`config.mk`:
```
export PLATFORM = sky130hd
export DESIGN_NAME = debounce_repeat
export DESIGN_NICKNAME = d
export VERILOG_FILES = /design/src/rtl/debounce_pkg.sv /design/src/rtl/synchronizer.sv /design/src/rtl/debounce_repeat.sv
export SDC_FILE = /design/constraint.sdc
export NUM_CORES = 1
export LEC_CHECK = 0
export ABC_AREA = 1
export ABC_CLOCK_PERIOD_IN_PS = 1730
export CORE_MARGIN = 5
export CORE_UTILIZATION = 36
export CTS_BUF_LIST = sky130_fd_sc_hd__clkbuf_16
export CTS_CLUSTER_SIZE = 24
export DETAILED_ROUTE_END_ITERATION = 7
export GPL_ROUTABILITY_DRIVEN = 0
export PLACE_DENSITY = 0.55
export SYNTH_ARGS = -nofsm -noshare
export SYNTH_HDL_FRONTEND = slang
export SYNTH_SLANG_ARGS = --single-unit
```
`constraint.sdc`:
```
create_clock -name clk -period 1.73 [get_ports clk]
set_input_delay 0.2595 -clock clk [delete_from_list [all_inputs] [get_ports clk]]
set_output_delay 0.2595 -clock clk [all_outputs]
set_load 0.01 [all_outputs]
```
`src/rtl/debounce_pkg.sv`:
```
// Shared types and clock constants for the button conditioning path.
// Cycle defaults derive from the board clock rate.
package debounce_pkg;

  localparam int CLK_HZ = 65_000_000;

  typedef enum logic [1:0] {
    S_LOW,
    S_RISING,
    S_HIGH,
    S_FALLING
  } debounce_state_t;

endpackage

```
`src/rtl/synchronizer.sv`:
```
// Multi-flop synchronizer for asynchronous pin inputs.
// Synchronous active-low reset clears every stage.
module synchronizer #(
  parameter int STAGES = 2
) (
  input  logic clk,
  input  logic rst,
  input  logic d,
  output logic q
);

  logic [STAGES-1:0] ff;

  always_ff @(posedge clk) begin
    if (!rst) begin
      ff <= '0;
    end else begin
      ff <= {ff[STAGES-2:0], d};
    end
  end

  assign q = ff[STAGES-1];

endmodule

```
`src/rtl/debounce_repeat.sv`:
```
// Button debouncer with hold detection and auto-repeat pulses.
// clean_out feeds the rising-edge pulse generator directly.
module debounce_repeat
  import debounce_pkg::*;
#(
  parameter int SYNC_STAGES     = 2,
  parameter int DEBOUNCE_CYCLES = CLK_HZ / 100,
  parameter int HOLD_CYCLES     = CLK_HZ / 2,
  parameter int REPEAT_CYCLES   = CLK_HZ / 10
) (
  input  logic clk,
  input  logic rst,
  input  logic raw_in,
  output logic clean_out,
  output logic held_out,
  output logic repeat_out
);

  localparam int DB_W   = $clog2(DEBOUNCE_CYCLES + 1);
  localparam int HOLD_W = $clog2(HOLD_CYCLES + 1);
  localparam int REP_W  = $clog2(REPEAT_CYCLES + 1);

  localparam logic [DB_W-1:0] DB_LAST =
    DB_W'(DEBOUNCE_CYCLES - 1);
  localparam logic [HOLD_W-1:0] HOLD_LAST =
    HOLD_W'(HOLD_CYCLES - 1);
  localparam logic [HOLD_W-1:0] HOLD_SAT =
    HOLD_W'(HOLD_CYCLES);
  localparam logic [REP_W-1:0] REP_LAST =
    REP_W'(REPEAT_CYCLES - 1);

  debounce_state_t   state;
  logic [DB_W-1:0]   db_cnt;
  logic [HOLD_W-1:0] hold_cnt;
  logic [REP_W-1:0]  rep_cnt;
  logic              sync_out;

  synchronizer #(
    .STAGES (SYNC_STAGES)
  ) u_sync (
    .clk (clk),
    .rst (rst),
    .d   (raw_in),
    .q   (sync_out)
  );

  always_ff @(posedge clk) begin
    if (!rst) begin
      state      <= S_LOW;
      db_cnt     <= '0;
      hold_cnt   <= '0;
      rep_cnt    <= '0;
      clean_out  <= 1'b0;
      held_out   <= 1'b0;
      repeat_out <= 1'b0;
    end else begin
      repeat_out <= 1'b0;
      unique case (state)
        S_LOW: begin
          if (sync_out) begin
            state  <= S_RISING;
            db_cnt <= '0;
          end
        end
        S_RISING: begin
          if (!sync_out) begin
            state <= S_LOW;
          end else if (db_cnt == DB_LAST) begin
            state     <= S_HIGH;
            clean_out <= 1'b1;
            hold_cnt  <= '0;
            rep_cnt   <= '0;
          end else begin
            db_cnt <= db_cnt + 1'b1;
          end
        end
        S_HIGH: begin
          if (!sync_out) begin
            state  <= S_FALLING;
            db_cnt <= '0;
          end else if (hold_cnt != HOLD_SAT) begin
            // hold_cnt saturates at the threshold
            hold_cnt <= hold_cnt + 1'b1;
            if (hold_cnt == HOLD_LAST) begin
              held_out   <= 1'b1;
              repeat_out <= 1'b1;
              rep_cnt    <= '0;
            end
          end else if (rep_cnt == REP_LAST) begin
            repeat_out <= 1'b1;
            rep_cnt    <= '0;
          end else begin
            rep_cnt <= rep_cnt + 1'b1;
          end
        end
        S_FALLING: begin
          // hold and repeat counters stay frozen here
          if (sync_out) begin
            state <= S_HIGH;
          end else if (db_cnt == DB_LAST) begin
            state     <= S_LOW;
            clean_out <= 1'b0;
            held_out  <= 1'b0;
          end else begin
            db_cnt <= db_cnt + 1'b1;
          end
        end
        default: state <= S_LOW;
      endcase
    end
  end

endmodule
```
==> results_dict.tcl, run 1 <==
set metrics [dict create \
    drt_first_pass_iters 5 \
    postLayoutCoreUtil_pct 51.79 \
    seqCellArea_um2 1523 \
    p_leak_nw 2.721 \
    die_h_um 128.7 \
    reg2reg_to "rep_cnt[15]$_SDFFE_PN0P_" \
    grt_max_degree 45 \
    setup_viol 21 \
    tightest_slew_ps 462.3 \
    cp_slowest_cell "dfxtp_4" \
    synth_nets 877 \
    drc 0 \
    synth-adder-area-share_pct 0.9867 \
    instances_no_fill 1171 \
    hp-class "flop to flop" \
    synth_mux_area_share_pct 0 \
    cts_tree "built" \
    fmax_mhz 565.9 \
    crit_end "rep_cnt[15]$_SDFFE_PN0P_" \
    status "finished with violations" \
    layout_common_cells "237 x nand2_1, 152 x nor2_1, 107 x buf_4, 81 x inv_1, 64 x dfxtp_1" \
    max_stage_delay_ps 370 \
    clkTransAtPathRegs_ps 60 \
    fin_nets 993 \
    critical_path_class "flop to flop" \
    min_period_ps 1767 \
    drtIter0Drc 388 \
    cts_root_buf "clkbuf_16" \
    rows 43 \
    drive_gt1_share_pct 28.25 \
    slew_viol_final 0 \
    place_area_um2 6120 \
    r2r_start "hold_cnt[1]$_SDFFE_PN0P_" \
    ys_seq_elements 75 \
    startpoint "hold_cnt[1]$_SDFFE_PN0P_" \
    crit_fanout 8 \
    multi_input_area_um2 3623 \
    violations "negative setup slack" \
    track_usage_pct 18.77 \
    crit_top_cell "nor2_4" \
    hpwl_um 10510 \
    ys_top_cells_by_area "dfxtp_1 30%, nand2_1 20%, nor2_1 13%" \
    clk_path_buf_depth 2 \
    async_flop_share_pct 0 \
    synth_ff_type "dfxtp_1" \
    whs_ps 414.8 \
    dp_cells 1140 \
    die_area_um2 16560 \
    peakVddDrop_mv 0.6861 \
    synth-edff-count 0 \
    syn_area_per_cell_um2 5.830 \
    cp.arrival_ps 2020 \
    rsz0062_at_grt "yes" \
    required_ps 1980 \
    initial_core_util_pct 36.68 \
    holdPathStages 2 \
    numCtsBuffers 9 \
    finalClockSkew_ps 11.35 \
    antenna_left 0 \
    period_share_pct 102.1 \
    core_um2 13830 \
    synth_top_family_by_area "simple AND/OR/NAND/NOR gates" \
    cp.buffers_inverters 3 \
    avgViaCountPerCell 4.833 \
    synthToLayoutAreaGrowth_pct 41.17 \
    yosysTopAreaCell "dfxtp_1" \
    fillCellCount 1417 \
    relSlewSlack_pct 68.92 \
    postCtsHoldBufs 0 \
    endpoint_kind "flop" \
    synth_cells 870 \
    yosys.area_share.simple_pct 49.63 \
    htree_levels 3 \
    stdcell_area_um2 7161 \
    yosysSeqAreaShare_pct 29.60 \
    synth_warnings 0 \
    clock-sinks 75 \
    grt_pass1_vias 5260 \
    post-synth-top-area-fraction_pct 29.60 \
    layout_commonest_cell "nand2_1" \
    io_pins 6 \
    cpLargestDelayFamily "simple AND/OR/NAND/NOR gates" \
    synth_compound_area_share_pct 6.537 \
    power_density_nw_per_um2 526.4 \
    r2r_cells 13 \
    r2r_slack_ps -40 \
    grt_antenna_before_repair 0 \
    wl_per_cell_um 13.04 \
    synth_cell_types 33 \
    syn-cell-area_um2 5072 \
    diodes 0 \
    die_w_um 128.7 \
    report.final.hold_viol_count 0 \
    grt_first_pass_wirelength_um 25190 \
    setup_ws_ps -37.19 \
    worst-path-stages 13 \
    gr-total-overflow 0 \
    port_buffers 5 \
    cp-start-kind "flop" \
    worstSkewPairLatency_ps 350 \
    worstPathCellList "inv_4 > ha_4 > nand3_4 > nor2_4 > buf_6 > nand2_4 > nor2_4 > nor2_4 > nor2_8 > buf_12 > nand2_1 > nand2_1 > nor2_1" \
    drv_cap 0 \
    routed_wl_um 15270 \
    synthXorXnorAreaFrac_pct 3.971 \
    vias 5660 \
]
[cells by family (layout without fill, tap and decap cells)]
group | after synthesis | in the layout
fa+ha+maj | 4 | 4
buf+inv | 114 | 235
xor+xnor | 23 | 23
flops | 75 | 75
compound gates | 64 | 64
simple gates | 590 | 590
[cell type report]
| type | instances | area share, % |
|---|---|---|
| multi-input cells | 681 | 50.60 |
| well taps | 180 | 3.145 |
| repair buffers | 129 | 15.95 |
| clock inverters | 7 | 0.9610 |
| inverters | 90 | 4.927 |
| flip-flops and latches | 75 | 21.27 |
| clock buffers | 9 | 3.145 |
[how the worst min path moves through the flow]
stage,startpoint,to,slack [ps]
finish,u_sync.ff[0]$_SDFF_PN0_,u_sync.ff[1]$_SDFF_PN0_,410
global route,u_sync.ff[0]$_SDFF_PN0_,u_sync.ff[1]$_SDFF_PN0_,460
CTS,u_sync.ff[0]$_SDFF_PN0_,u_sync.ff[1]$_SDFF_PN0_,410
detailed placement,u_sync.ff[0]$_SDFF_PN0_,u_sync.ff[1]$_SDFF_PN0_,400
global placement,u_sync.ff[0]$_SDFF_PN0_,u_sync.ff[1]$_SDFF_PN0_,400
floorplan,raw_in,u_sync.ff[0]$_SDFF_PN0_,360
[worst register-to-register path, cell delays in order (launching register included)]
cell and delay (ps):
dfxtp_4 370, inv_4 60, ha_4 130, nand3_4 80, nor2_4 130, buf_6 120
nand2_4 50, nor2_4 180, nor2_4 70, nor2_8 170, buf_12 160, nand2_1 60
nand2_1 50, nor2_1 40
[power by group]
group	leakage [nW]	internal [W]	switching, W
logic	1.97	0.0000468	0.0000851
registers	0.611	0.00173	0.00000575
clock network	0.143	0.00111	0.000792
total	2.72	0.00289	0.000883
[cells in the mapped netlist, types with 4 or more instances]
| library cell | number |
|---|---|
| nand2_1 | 272 |
| nor2_1 | 171 |
| inv_1 | 87 |
| nand3_1 | 77 |
| dfxtp_1 | 75 |
| a21oi_1 | 53 |
| nand4_1 | 27 |
| nor3_1 | 23 |
| xor2_1 | 17 |
| clkbuf_1 | 11 |
| buf_2 | 8 |
| xnor2_1 | 6 |
| nor2_2 | 5 |
| o21ai_0 | 5 |
| ha_1 | 4 |
| nand2_2 | 4 |
| o21bai_1 | 4 |
[timing repair]
item,in CTS,in global routing
pin swaps,21,53
gates cloned,3,1
hold endpoints to repair,0,0
setup buffers,5,7
setup endpoints to repair,48,65
gates resized for setup,44,122
[per-stage QoR]
| step | setup WS [ps] | power (W) | setup TNS (ps) |
|---|---|---|---|
| CTS | -63.59 | 0.003817 | -1102 |
| finish | -37.19 | 0.003769 | -392.0 |
| global route | -130.5 | 0.003902 | -4495 |
| detailed placement | -149.6 | 0.001890 | -3501 |
| floorplan | 10.17 | 0.001837 | 0 |
| global placement | -91.57 | 0.001890 | -1447 |
[metal layers]
layer | vias up | wire length, um | global-route usage (%)
li1 | 2994 | - | -
met1 | 2568 | 7404 | 25.76
met2 | 78 | 7110 | 29.97
met3 | 20 | 434 | 2.532
met4 | 0 | 323 | 7.103
met5 | - | 0 | 0
[sequential cells by signal (all words and copies together) (netlist names), named ones only]
name / flops
hold_cnt: 25
state: 1
held_out: 1
rep_cnt: 23
repeat_out: 1
db_cnt: 20
u_sync.ff: 2
clean_out: 1
No activity file was read; power rests on OpenSTA's default activity.
==> run 2: changes to the inputs <==
--- a/config.mk
+++ b/config.mk
@@ -7,6 +7,7 @@
 export LEC_CHECK = 0
 export ABC_AREA = 1
 export ABC_CLOCK_PERIOD_IN_PS = 1730
+export CAP_MARGIN = 0
 export CORE_MARGIN = 5
 export CORE_UTILIZATION = 36
 export CTS_BUF_LIST = sky130_fd_sc_hd__clkbuf_16
==> results of run 2 <==
No change in the layout: final DEF, timing and power equal those of run 1.
==> run 3: changes to the inputs <==
--- a/config.mk
+++ b/config.mk
@@ -7,11 +7,10 @@
 export LEC_CHECK = 0
 export ABC_AREA = 1
 export ABC_CLOCK_PERIOD_IN_PS = 1730
-export CAP_MARGIN = 0
+export CAP_MARGIN = 20
 export CORE_MARGIN = 5
 export CORE_UTILIZATION = 36
 export CTS_BUF_LIST = sky130_fd_sc_hd__clkbuf_16
-export CTS_CLUSTER_SIZE = 24
 export DETAILED_ROUTE_END_ITERATION = 7
 export GPL_ROUTABILITY_DRIVEN = 0
 export PLACE_DENSITY = 0.55
==> results of run 3 <==
No change in the layout: final DEF, timing and power equal those of run 1.
